--- src/rtl/seven_seg_scanner.sv ---
// seven_seg_scanner: time-multiplexed hex driver for an N-digit 7-segment display
// with leading-zero blanking, per-digit decimal points and frame-synchronous updates.
module seven_seg_scanner #(
  parameter int NUM_DIGITS     = 4,
  parameter int REFRESH_DIV    = 50000,
  parameter bit SEG_ACTIVE_LOW = 1'b1,
  parameter bit AN_ACTIVE_LOW  = 1'b1
) (
  input  logic                    clk,
  input  logic                    nrst,
  input  logic [4*NUM_DIGITS-1:0] value,
  input  logic [NUM_DIGITS-1:0]   dp_in,
  input  logic                    load,
  input  logic                    blank_lz,
  input  logic                    enable,
  output logic [6:0]              seg,
  output logic                    dp,
  output logic [NUM_DIGITS-1:0]   an,
  output logic                    frame_done
);
  localparam int CW = (REFRESH_DIV > 2) ? $clog2(REFRESH_DIV) : 1;
  localparam int IW = $clog2(NUM_DIGITS);
  localparam logic [6:0] SEG_OFF = {7{SEG_ACTIVE_LOW}};
  localparam logic [NUM_DIGITS-1:0] AN_OFF = {NUM_DIGITS{AN_ACTIVE_LOW}};
  localparam logic [NUM_DIGITS-1:0] AN_ONE = 1;
  // active-low abcdefg patterns, nibble 0 in the least significant slot
  localparam logic [16*7-1:0] SEG_LUT = {
    7'b0111000, 7'b0110000, 7'b1000010, 7'b0110001,
    7'b1100000, 7'b0001000, 7'b0000100, 7'b0000000,
    7'b0001111, 7'b0100000, 7'b0100100, 7'b1001100,
    7'b0000110, 7'b0010010, 7'b1001111, 7'b0000001
  };
  logic [CW-1:0]           cnt_q, cnt_d;
  logic [IW-1:0]           idx_q, idx_d;
  logic [4*NUM_DIGITS-1:0] pend_val_q, pend_val_d, disp_val_q, disp_val_d;
  logic [NUM_DIGITS-1:0]   pend_dp_q, pend_dp_d, disp_dp_q, disp_dp_d;
  logic                    frame_done_q, frame_done_d;
  logic [6:0]              seg_q, seg_d;
  logic                    dp_q, dp_d;
  logic [NUM_DIGITS-1:0]   an_q, an_d;
  logic                    tick, frame_end, blank;
  logic [3:0]              nib;
  logic [6:0]              seg_al;
  logic [NUM_DIGITS-1:0]   an_sel;
  always_comb begin
    tick         = cnt_q == CW'(REFRESH_DIV - 1);
    frame_end    = tick && idx_q == IW'(NUM_DIGITS - 1);
    cnt_d        = tick ? '0 : cnt_q + 1'b1;
    idx_d        = frame_end ? '0 : idx_q + IW'(tick);
    pend_val_d   = load ? value : pend_val_q;
    pend_dp_d    = load ? dp_in : pend_dp_q;
    // transfer reads the registered pending, so a coincident load waits a frame
    disp_val_d   = frame_end ? pend_val_q : disp_val_q;
    disp_dp_d    = frame_end ? pend_dp_q : disp_dp_q;
    frame_done_d = frame_end;
    nib          = disp_val_q[{idx_q, 2'b00} +: 4];
    // digit is a leading zero when it and every higher nibble are zero
    blank        = blank_lz && idx_q != '0 && (disp_val_q >> {idx_q, 2'b00}) == '0;
    seg_al       = (enable && !blank) ? SEG_LUT[7*nib +: 7] : 7'h7F;
    an_sel       = enable ? (AN_ONE << idx_q) : '0;
    seg_d        = SEG_ACTIVE_LOW ? seg_al : ~seg_al;
    dp_d         = (enable && disp_dp_q[idx_q]) ^ SEG_ACTIVE_LOW;
    an_d         = AN_ACTIVE_LOW ? ~an_sel : an_sel;
  end
  always_ff @(posedge clk or negedge nrst) begin
    if (!nrst) begin
      cnt_q        <= '0;
      idx_q        <= '0;
      pend_val_q   <= '0;
      pend_dp_q    <= '0;
      disp_val_q   <= '0;
      disp_dp_q    <= '0;
      frame_done_q <= 1'b0;
      seg_q        <= SEG_OFF;
      dp_q         <= SEG_ACTIVE_LOW;
      an_q         <= AN_OFF;
    end else begin
      cnt_q        <= cnt_d;
      idx_q        <= idx_d;
      pend_val_q   <= pend_val_d;
      pend_dp_q    <= pend_dp_d;
      disp_val_q   <= disp_val_d;
      disp_dp_q    <= disp_dp_d;
      frame_done_q <= frame_done_d;
      seg_q        <= seg_d;
      dp_q         <= dp_d;
      an_q         <= an_d;
    end
  end
  assign seg        = seg_q;
  assign dp         = dp_q;
  assign an         = an_q;
  assign frame_done = frame_done_q;
endmodule

--- config.mk ---
export PLATFORM = sky130hd
export DESIGN_NAME = seven_seg_scanner
export DESIGN_NICKNAME = d
export VERILOG_FILES = /design/src/rtl/seven_seg_scanner.sv
export SDC_FILE = /design/constraint.sdc
export NUM_CORES = 1
export LEC_CHECK = 0
export CORE_UTILIZATION = 50
export DETAILED_ROUTE_END_ITERATION = 8
export HOLD_SLACK_MARGIN = 0.06
export PLACE_DENSITY = 0.75
export SYNTH_ARGS = -nofsm -noshare
export SYNTH_HDL_FRONTEND = slang
export SYNTH_SLANG_ARGS = --single-unit
--- constraint.sdc ---
create_clock -name clk -period 2 [get_ports clk]
set_clock_uncertainty 0.1 [all_clocks]
set_input_delay 0.4 -clock clk [delete_from_list [all_inputs] [get_ports clk]]
set_output_delay 0.4 -clock clk [all_outputs]
set_load 0.02 [all_outputs]
Word level (Yosys, flattened, before mapping)
Index checks and enable logic that the tools add are counted.

storage, ports and cells
  input bits = 25
  word-level logic and storage cells = 36
  register bits = 71

cells by class
  equal/unequal tests = 2
  reductions and logical operators = 8
  multiplexer cells = 6
  bitwise operators = 2
  shift operators = 4
  add/subtract/negate cells = 2
  $lt $le $gt $ge = 1
  $mul = 1

operators with widths
  cell                        count
  $shiftx A112 B8 Y7 const A  1
  $add A16 B1 Y16 const B     1
  $eq A16 B16 Y1 const B      1
  $logic_not A16 Y1           1
  $mux W16                    1
  $shiftx A16 B5 Y4           1
  $shr A16 B4 Y16             1
  $mul A3 B4 Y7 const A       1
  $mux W7                     1
  $logic_and A1 B1 Y1         5
  $mux W4                     1
  $not A4 Y4                  1
  $shl A1 B2 Y4 const A       1
  $lt A2 B3 Y1 const B        1
  $add A2 B1 Y2               1
  $bmux W1 S2                 1
  $eq A2 B2 Y1 const B        1
  $mux W2                     1
  $reduce_bool A2 Y1          1
  $logic_not A1 Y1            1
  $mux W1                     1
  $not A1 Y1                  1

Depth between registers and ports, before layout
Gate-level depths: netlist of the first run.

  depth in word-level cells = 6
  depth in mapped cells = 8

Worst setup path after synthesis of the first run
OpenSTA, ideal clock, no wires.

  path type = flip-flop to flip-flop
  start point = reg idx_q[0]
  end point = reg seg_q[0], in the netlist seg[0]
  stages on the path, launching flop included = 9
  library setup time = 0.085 ns
  setup slack = -0.169 ns
  arrival = 1.984 ns
  path through = dfrtp_1 -> buf_6 -> mux4_2 -> inv_1 -> ha_1 -> and2_1 -> a32oi_1 -> o21a_1 -> o221ai_1

on the way
  cells in the longest elaborated chain, start to end = 6
  elaborated cells on any way between the ends = 11
  classes of those cells = mul: 1; shift: 3; mux: 1; reduce/logical: 6

RTL lines
  element                                                line  source
  start: declaration                                     34    logic [IW-1:0] idx_q, idx_d;
  start signal: assignment                               79    idx_q <= idx_d;
  branches (longest 5 deep; another with $mul A3 B4 Y7)  n/a
  $mux W7 *                                              59    seg_al = (enable && !blank) ? SEG_LUT[7*nib +: 7] : 7'h7F;
  via seg_al[0]                                          43    logic [6:0] seg_al;
  end signal: assignment                                 85    seg_q <= seg_d;
  end: declaration                                       38    logic [6:0] seg_q, seg_d;

Mark *: on every way through the listed nets, which the timed path passes.
A chain may end at the register's enable or synchronous reset.

Worst setup path after layout of the first run
  start point = reg idx_q[0]
  end point = reg seg_q[6], in the netlist seg[6]

The elaborated chain is that of the path after synthesis.

==> flow_metrics.py, run 1 <==
metrics = {
    "sta": {
        "setup_slack_ns": -0.05442,
        "period_minus_slack_ns": 2.054,
        "final_max_slew_viol_count": 0,
        "hold_viol_final": 0,
        "finalSetupViolations": 8,
        "fmax_mhz": 486.8,
        "worst_pin_slew_ns": 0.6118,
        "rsz0062_at_grt": "true",
        "period_share_pct": 102.7,
        "slew_headroom_pct": 59.21,
        "whs_ns": 0.3853,
    },
    "cts": {
        "worstSkewPairLatency_ns": 0.35,
        "path_clk_slew_ns": 0.08,
        "clock-sinks": 71,
        "cts_tree": "yes",
        "root_buffer": "clkbuf_8",
        "clk_path_buf_depth": 2,
        "numCtsBuffers": 9,
        "htree_num_levels": 3,
    },
    "logic_synthesis": {
        "async_reset_ff_share_pct": 100.0,
        "synth_commonest_cells": "dfrtp_1 (59), mux2_2 (42), nor2_1 (13)",
        "syn-mean-instance-area_um2": 13.32,
        "postSynthCellCount": 241,
        "synth_cell_type_count": 41,
        "synth-edff-count": 0,
        "yosysWarnings": 0,
        "synth_area_um2": 3209,
        "netlist.top_cell.by_area": "dfrtp_1",
        "synthTopCellsByArea": "dfrtp_1 (46%), mux2_2 (15%), dfstp_2 (9.8%)",
        "syn_nets": 274,
        "synth_flop_cell": "dfrtp_1",
        "synth_top_area_share_pct": 46.00,
        "ys_seq_area_share_pct": 55.83,
        "ys_seq_elements": 71,
        "synth_most_common_cell": "dfrtp_1",
    },
    "hold_path": {
        "min-delay-start": "cnt_q[0]",
        "hp-class": "reg -> reg",
        "hold_depth": 1,
        "min_to": "cnt_q[0]",
    },
    "drt": {
        "route.detailed.drc": 0,
        "dr.first_iter.drc_count": 160,
        "wl_mm": 6.672,
        "vias": 2161,
        "vias_per_cell": 5.513,
        "dr.pass1.iters": 4,
        "routedWlPerCell_um": 17.02,
        "postRouteAntennaNets": 0,
    },
    "global_route": {
        "grt_pass1_vias": 2133,
        "grtUsageTotal_pct": 21.49,
        "grt_overflow": 0,
        "antenna_found_initial": 0,
        "grt_pass1_wl_mm": 10.52,
        "grt_max_degree": 27,
    },
    "final_layout": {
        "layout-drive-gt1-share_pct": 40.38,
        "n_fill_cell": 413,
        "synthToLayoutAreaGrowth_pct": 33.88,
        "diodes": 0,
        "fin_nets": 345,
        "stdcell_area_um2": 4297,
    },
    "pwr": {
        "p_leak_uw": 0.001909,
        "p_per_area_nw_per_um2": 636.5,
        "vdd_drop_max_mv": 0.5929,
    },
    "critical_path": {
        "cp_max_fo": 7,
        "reg2reg_to": "seg[6]",
        "crit_type": "reg -> reg",
        "endpoint_kind": "flip-flop",
        "reg2reg_depth": 7,
        "worst_setup_path_start_kind": "flip-flop",
        "crit_chain": "mux4_2 -> inv_4 -> ha_4 -> and2_4 -> a32oi_1 -> o21a_2 -> o221ai_1",
        "arrival_ns": 2.22,
        "cpMaxStageDelayCell": "mux4_2",
        "crit_path_max_incr_delay_ns": 0.55,
        "rrSetupSlack_ns": -0.05,
        "crit_required_ns": 2.17,
        "r2r-start": "idx_q[0]",
    },
    "floorplan": {
        "initial_core_util_pct": 52.95,
        "die_y_um": 82.12,
        "die_w_um": 82.12,
        "die_area_um2": 6743,
        "core-area_um2": 6061,
        "ioPinCount": 38,
        "fp-row-count": 28,
    },
    "run_status": {
        "outcome": "complete, but fails checks",
        "violations": "negative setup slack",
    },
    "job": {
        "max_cap_viol_count": 0,
    },
    "placement": {
        "hpwlAfterDp_mm": 4.309,
        "buffer_ports.inserted": 37,
        "placed_cell_area_um2": 3851,
        "place_ws_ns": -0.08970,
        "routabilityCongestion": 0.8776,
    },
}
## worst max-delay path: cells and delay by family, from the launching register on
family,cells,cell delay (ns)
DFF,1,0.41
muxes,1,0.55
buffers and inverters,1,0.09
AOI/OAI and AO/OA,3,0.57
and+or+nand+nor,1,0.13
adders and majority gates,1,0.13
## layer usage
layer	track usage (%)	vias up	wire (µm)
met5	0	-	0
met4	10.53	0	95
met3	3.956	7	200
met2	32.81	43	3196
met1	29.62	1093	3180
li1	-	1018	-
## timing repair
action | 4_1_cts | 5_1_grt
resized for setup | 6 | 36
gates cloned | 0 | 3
setup endpoints to repair | 27 | 35
setup buffers | 1 | 4
hold endpoints to repair | 12 | 0
pin swaps | 2 | 6
hold buffers | 1 | 0
## through the flow
stage	cells	total power [µW]	setup TNS [ns]	utilization [%]
after floorplan	241	1596	-0.5347	-
after global placement	367	1711	-0.01502	63.54
after detailed placement	367	1717	-0.5677	63.54
after CTS	385	2764	-0.3705	67.20
after global routing	392	2854	-2.117	70.89
final	392	2735	-0.2359	70.89
## cell families after synthesis
family | Yosys count | share of synthesized area (%)
flip-flops | 71 | 55.83
AND/OR/NAND/NOR | 64 | 11.46
multiplexers | 49 | 18.87
AO/OA/AOI/OAI | 18 | 3.977
buffers and inverters | 16 | 2.651
XOR/XNOR | 15 | 4.094
adder cells (fa/ha/maj) | 8 | 3.119
## where the power goes
part	internal, µW	total, µW	leakage, µW	switching, µW
registers	1490	1510	0.000889	26.4
logic	108	181	0.000934	72.6
clock network	462	1040	0.0000866	577
## layout make-up
class                   count  area, µm²  area share (%)
clock buffers               9      123.9           2.883
clock inverters             7      55.05           1.281
inverters                   6      25.02          0.5824
multi-input cells         154       1481           34.48
flip-flops and latches     71       1793           41.73
well taps                  75      93.84           2.184
repair buffers             70      724.4           16.86
## flip-flops by register name, summed over array words and instances (netlist names)
signal / count
pend_val_q: 16
dp: 1
seg: 7
pend_dp_q: 4
cnt_q: 16
disp_val_q: 16
disp_dp_q: 4
frame_done: 1
idx_q: 2
an: 4
## how the worst max path moves through the flow
stage	startpoint	cells past startpoint	slack [ns]	to
global placement	idx_q[0]	7	-0.005	seg[5]
CTS	idx_q[0]	7	-0.06	seg[0]
global route	idx_q[0]	7	-0.15	seg[0]
floorplan	idx_q[0]	8	-0.08	seg[0]
finish	idx_q[0]	7	-0.05	seg[6]
detailed placement	idx_q[0]	7	-0.09	seg[2]
## layout by cell type (no fill, tap or decap), types with 3 or more instances in the layout
master,n
mux2_2,22
or3_1,3
ha_1,7
clkdlybuf4s50_1,31
xnor2_1,8
nand4_1,4
nand3_1,9
clkbuf_8,9
mux2_4,20
a21oi_1,3
xor2_1,7
mux4_2,5
inv_1,3
dfstp_2,12
nor4_1,3
nor2_1,13
buf_4,24
nor3_1,3
dlymetal6s2s_1,5
buf_12,4
nor2b_1,3
nand2_1,7
inv_6,3
dfrtp_1,58
o221ai_2,4
Power figures use the tool's default switching activity.
==> run 2, diff against run 1 <==
CORE_UTILIZATION = 57   (was 50)
PLACE_DENSITY = 0.81   (was 0.75)
clock period = 2.5 ns   (was 2 ns; I/O delays follow)
==> run 2 against run 1 <==
  * Register-to-register slack improved by 0.25 ns
  * Fmax shrank 11%
  * Design area down 9.8%
  * Largest power group unchanged
  * Count of clock-buffer cells in the layout did not move
  * Combinational power decreased by 25%
  * Core utilization up 2.6 points
  * Largest cell class unchanged
  * Worst setup slack gained 0.25 ns
  * Flip-flop and latch count did not move
  * Wire length shrank 18%
  * The flow now finishes without violations
  * Clock power fell by 24%
  * Power fell by 22%
  * Die area down 12%
  * Critical endpoint is now seg[2]
==> flow_metrics.py, run 2 (synthesis gave the netlist of run 1 again) <==
metrics = {
    "run_status": {
        "outcome": "complete, no violations",
    },
    "drt": {
        "routedWlPerCell_um": 15.09,
        "wl_met3_um": 284,
        "dr_wl_met2_mm": 2.586,
        "route.detailed.drc": 0,
        "drt-met1-wl_mm": 2.525,
        "dr.first_iter.drc_count": 91,
        "vias": 2027,
        "dr.pass1.iters": 4,
        "vias_per_cell": 5.569,
        "highest_layer": "met4",
        "wl_mm": 5.493,
        "postRouteAntennaNets": 0,
    },
    "sta": {
        "fmax_mhz": 433.3,
        "hold_viol_final": 0,
        "period_share_pct": 92.31,
        "worst_pin_slew_ns": 0.3975,
        "rsz0062_at_grt": "false",
        "finalSetupTns_ns": 0,
        "final_max_slew_viol_count": 0,
        "slew_headroom_pct": 73.50,
        "setup_slack_ns": 0.1922,
        "period_minus_slack_ns": 2.308,
        "finalSetupViolations": 0,
    },
    "final_layout": {
        "n_fill_cell": 368,
        "layout-drive-gt1-share_pct": 29.93,
        "fin_nets": 322,
        "diodes": 0,
        "reg_top3": "cnt_q (16), disp_val_q (16), pend_val_q (16)",
        "final_common_cell": "dfrtp_1",
        "finalNonFillerCells": 364,
        "final_cell_mix": "dfrtp_1 (59), mux2_2 (42), clkdlybuf4s50_1 (36)",
        "synthToLayoutAreaGrowth_pct": 20.74,
        "final_core_util_pct": 73.53,
    },
    "critical_path": {
        "crit_path_max_incr_delay_ns": 0.58,
        "endpoint_kind": "flip-flop",
        "crit_required_ns": 2.65,
        "critPathBufInv": 1,
        "cpMaxStageDelayCell": "mux4_2",
        "reg2reg_depth": 7,
        "worst_setup_path_start_kind": "flip-flop",
        "crit_family": "compound AO/OA/AOI/OAI gates",
        "crit_chain": "mux4_2 -> inv_1 -> ha_1 -> and2_1 -> a32oi_1 -> o21a_1 -> o221ai_1",
        "reg2reg_to": "seg[2]",
        "cp_max_fo": 7,
        "arrival_ns": 2.46,
        "rrSetupSlack_ns": 0.19,
        "r2r-start": "idx_q[0]",
        "crit_type": "reg -> reg",
    },
    "global_route": {
        "grt_pass1_vias": 2023,
        "antenna_found_initial": 0,
        "grtUsageTotal_pct": 21.36,
        "grt_overflow": 0,
        "grt_pass1_wl_mm": 9.597,
        "grt_max_degree": 29,
    },
    "floorplan": {
        "die_area_um2": 5934,
        "initial_core_util_pct": 60.90,
        "core-area_um2": 5270,
        "ioPinCount": 38,
        "die_y_um": 77.04,
        "die_w_um": 77.04,
        "fp-row-count": 26,
    },
    "hold_path": {
        "hp-class": "reg -> reg",
        "min-delay-start": "cnt_q[0]",
        "hold_depth": 1,
        "min_to": "cnt_q[0]",
    },
    "pwr": {
        "vdd_drop_max_mv": 0.4082,
        "p_leak_uw": 0.001702,
        "p_per_area_nw_per_um2": 550.9,
    },
    "cts": {
        "path_clk_slew_ns": 0.07,
        "worstSkewPairLatency_ns": 0.35,
        "htree_num_levels": 3,
        "root_buffer": "clkbuf_8",
        "clk_path_buf_depth": 2,
        "cts_resized": 0,
        "numCtsBuffers": 9,
        "clock-sinks": 71,
        "cts_tree": "yes",
    },
    "placement": {
        "routabilityCongestion": 0.8256,
        "dp_cells": 347,
        "hpwlAfterDp_mm": 3.981,
        "place_ws_ns": 0.2356,
        "buffer_ports.inserted": 37,
    },
    "job": {
        "max_cap_viol_count": 0,
    },
}
run 2: metrics by stage:
stage,hold WS [ns],cell area [µm²],power [µW]
3_5_place_dp,0.3463,3692,1369
5_1_grt,0.4207,3875,2226
6_report,0.3940,3875,2135
2_1_floorplan,0.1044,3209,1278
4_1_cts,0.3963,3875,2163
3_3_place_gp,0.3445,3692,1364
run 2: per-layer routing:
metal | global-route usage (%) | vias to the layer above
met4 | 8.868 | 0
met3 | 6.548 | 10
met2 | 32.50 | 49
met1 | 28.58 | 999
li1 | - | 969
met5 | 0 | -
run 2: worst max path at each step:
stage,end,cells after the start,start
floorplan,seg[0],8,idx_q[0]
global placement,seg[4],7,idx_q[0]
detailed placement,seg[2],7,idx_q[0]
CTS,seg[2],7,idx_q[0]
global route,seg[1],7,idx_q[0]
finish,seg[2],7,idx_q[0]
run 2: power by group:
part	total (µW)	internal, µW	switching (µW)
registers	1210	1190	19.2
logic	135	81.2	54.0
clock network	789	360	429
run 2: timing repair:
item	in CTS	in global routing
buffers inserted	0	0
hold buffers	1	0
hold endpoints to repair	13	0
endpoints found under the setup margin	0	0
run 2: final cells by class:
type	count	area, µm²	share of cell area, %
multi-input combinational	154	1333	34.39
inverter	6	22.52	0.5812
clock buffer	9	123.9	3.197
clock inverter	7	48.80	1.259
sequential	71	1792	46.24
timing repair buffer	47	467.9	12.08
tap	70	87.58	2.260
==> run 3, diff against run 2 <==
CORE_MARGIN = 3   (was unset)
SLEW_MARGIN = 5   (was unset)
==> run 3 against run 2 <==
  * Non-clock buffer count is the same
  * Count of clock-buffer cells in the layout did not move
  * First-iteration DRC count grew 71%
  * Core utilization is 1.0 points higher
  * Global-route usage shrank 0.31 points
  * Design area rose by 1.4%
  * Critical path depth did not move
  * Register-to-register slack better by 0.03 ns
  * Combinational power is essentially flat
  * Hold slack improved by 0.00080 ns
  * Wire length increased by 9.0%
  * Die area grew 11%
  * Largest cell class unchanged
==> flow_metrics.py, run 3 (synthesis gave the netlist of run 1 again) <==
metrics = {
    "run_status": {
        "outcome": "complete, no violations",
    },
    "final_layout": {
        "reg_top3": "cnt_q (16), disp_val_q (16), pend_val_q (16)",
        "layout-drive-gt1-share_pct": 29.93,
        "synthToLayoutAreaGrowth_pct": 22.46,
        "diodes": 0,
        "n_fill_cell": 373,
        "final_cell_mix": "dfrtp_1 (59), mux2_2 (42), clkdlybuf4s50_1 (36)",
        "fin_nets": 322,
        "seq_area_um2": 1792,
        "final_common_cell": "dfrtp_1",
        "multiInputGateArea_um2": 1333,
        "stdcell_area_um2": 3930,
    },
    "cts": {
        "root_buffer": "clkbuf_8",
        "clk_path_buf_depth": 2,
        "path_clk_slew_ns": 0.08,
        "clock-sinks": 71,
        "worstSkewPairLatency_ns": 0.35,
        "numCtsBuffers": 9,
        "htree_num_levels": 3,
        "cts_tree": "yes",
    },
    "floorplan": {
        "ioPinCount": 38,
        "die_area_um2": 6567,
        "core-area_um2": 5270,
        "fp-row-count": 26,
        "die_y_um": 81.04,
        "initial_core_util_pct": 60.90,
        "die_w_um": 81.04,
    },
    "sta": {
        "period_minus_slack_ns": 2.275,
        "period_share_pct": 91.00,
        "fmax_mhz": 439.6,
        "rsz0062_at_grt": "false",
        "finalSetupViolations": 0,
        "worst_pin_slew_ns": 0.5242,
        "finalSetupTns_ns": 0,
        "final_max_slew_viol_count": 0,
        "hold_viol_final": 0,
        "slew_headroom_pct": 65.06,
    },
    "pwr": {
        "vdd_drop_max_mv": 0.6180,
        "power_uw": 2391,
        "p_leak_uw": 0.001721,
        "p_per_area_nw_per_um2": 608.3,
    },
    "job": {
        "max_cap_viol_count": 0,
    },
    "global_route": {
        "grt_pass1_wl_mm": 10.30,
        "use_met2_pct": 32.92,
        "antenna_found_initial": 0,
        "grt-busiest-layer": "met2",
        "grt_pass1_vias": 2094,
        "grt_overflow": 0,
        "met3_usage_pct": 7.206,
        "grtUsageMet1_pct": 27.95,
        "grtUsageTotal_pct": 21.05,
        "grt_max_degree": 27,
    },
    "drt": {
        "routedWlPerCell_um": 16.45,
        "wl_mm": 5.989,
        "vias_per_cell": 5.668,
        "dr.pass1.iters": 6,
        "vias": 2063,
        "dr.first_iter.drc_count": 156,
        "postRouteAntennaNets": 0,
        "route.detailed.drc": 0,
    },
    "hold_path": {
        "hp-class": "reg -> reg",
        "min-delay-start": "cnt_q[0]",
    },
    "critical_path": {
        "crit_chain": "mux4_2 -> inv_1 -> ha_1 -> and2_1 -> a32oi_1 -> o21a_1 -> o221ai_1",
        "cpMaxStageDelayCell": "mux4_2",
        "crit_path_max_incr_delay_ns": 0.58,
        "endpoint_kind": "flip-flop",
        "cp_max_fo": 7,
        "crit_type": "reg -> reg",
        "worst_setup_path_start_kind": "flip-flop",
        "arrival_ns": 2.44,
        "r2r-start": "idx_q[0]",
        "startpoint": "idx_q[0]",
        "crit_required_ns": 2.66,
    },
    "placement": {
        "hpwlAfterDp_mm": 4.150,
        "buffer_ports.inserted": 37,
        "routabilityCongestion": 0.8678,
        "placed_cell_area_um2": 3692,
    },
}
## run 3: cell count changes in the layout (fill, tap and decap cells not counted), sizes merged
cell / before / now
clkinv: 5 / 0
bufinv: 0 / 2
inv: 7 / 9
clkinvlp: 1 / 2
## run 3: per-layer routing
metal,share of wire (%),routed length (µm),vias up
li1,-,-,964
met1,45,2683,1038
met2,49,2934,52
met3,4.9,295,9
met4,1.3,76,0
met5,0,0,-
## run 3: worst max-delay path: cells and delay by family (launching register included)
kind                       cells  cell delay (ns)
adders and majority gates      1             0.21
AOI/OAI and AO/OA              3             0.59
and+or+nand+nor                1             0.14
buffers and inverters          1             0.16
muxes                          1             0.58
DFF                            1             0.41
## run 3: cell type report
class | count | share of cell area (%)
inverter | 6 | 0.5731
sequential | 71 | 45.59
clock inverter | 7 | 2.642
clock buffer | 9 | 3.152
tap | 70 | 2.229
multi-input combinational | 154 | 33.91
timing repair buffer | 47 | 11.91
## run 3: path summary, 6_finish.rpt
path	to	slack (ns)	cells after the start
hold reg to reg	cnt_q[0]	0.39	1
setup reg to reg	seg[6]	0.22	7
hold / removal	cnt_q[0]	0.39	1
max in group asynchronous	an[1]	1.16	3
setup / recovery	seg[6]	0.22	7
min in group asynchronous	disp_val_q[2]	0.55	2
## run 3: power by group
| group | switching (µW) | internal, µW |
|---|---|---|
| registers | 20.4 | 1190 |
| clock network | 468 | 575 |
| logic | 55.3 | 81.3 |
## run 3: metrics by stage
step	cells	worst slack, ns	hold slack [ns]	util (%)
2_1_floorplan	241	0.3307	0.1044	-
3_3_place_gp	347	0.3246	0.3746	70.06
3_5_place_dp	347	0.2533	0.3861	70.06
4_1_cts	364	0.2175	0.3970	74.57
5_1_grt	364	0.08330	0.4226	74.57
6_report	364	0.2250	0.3948	74.57
## run 3: what timing repair did
item                                    CTS  global route
resized for setup                         0             0
hold buffers                              1             0
buffers inserted                          0             0
endpoints found under the setup margin    0             0
endpoints found under the hold margin    20             0
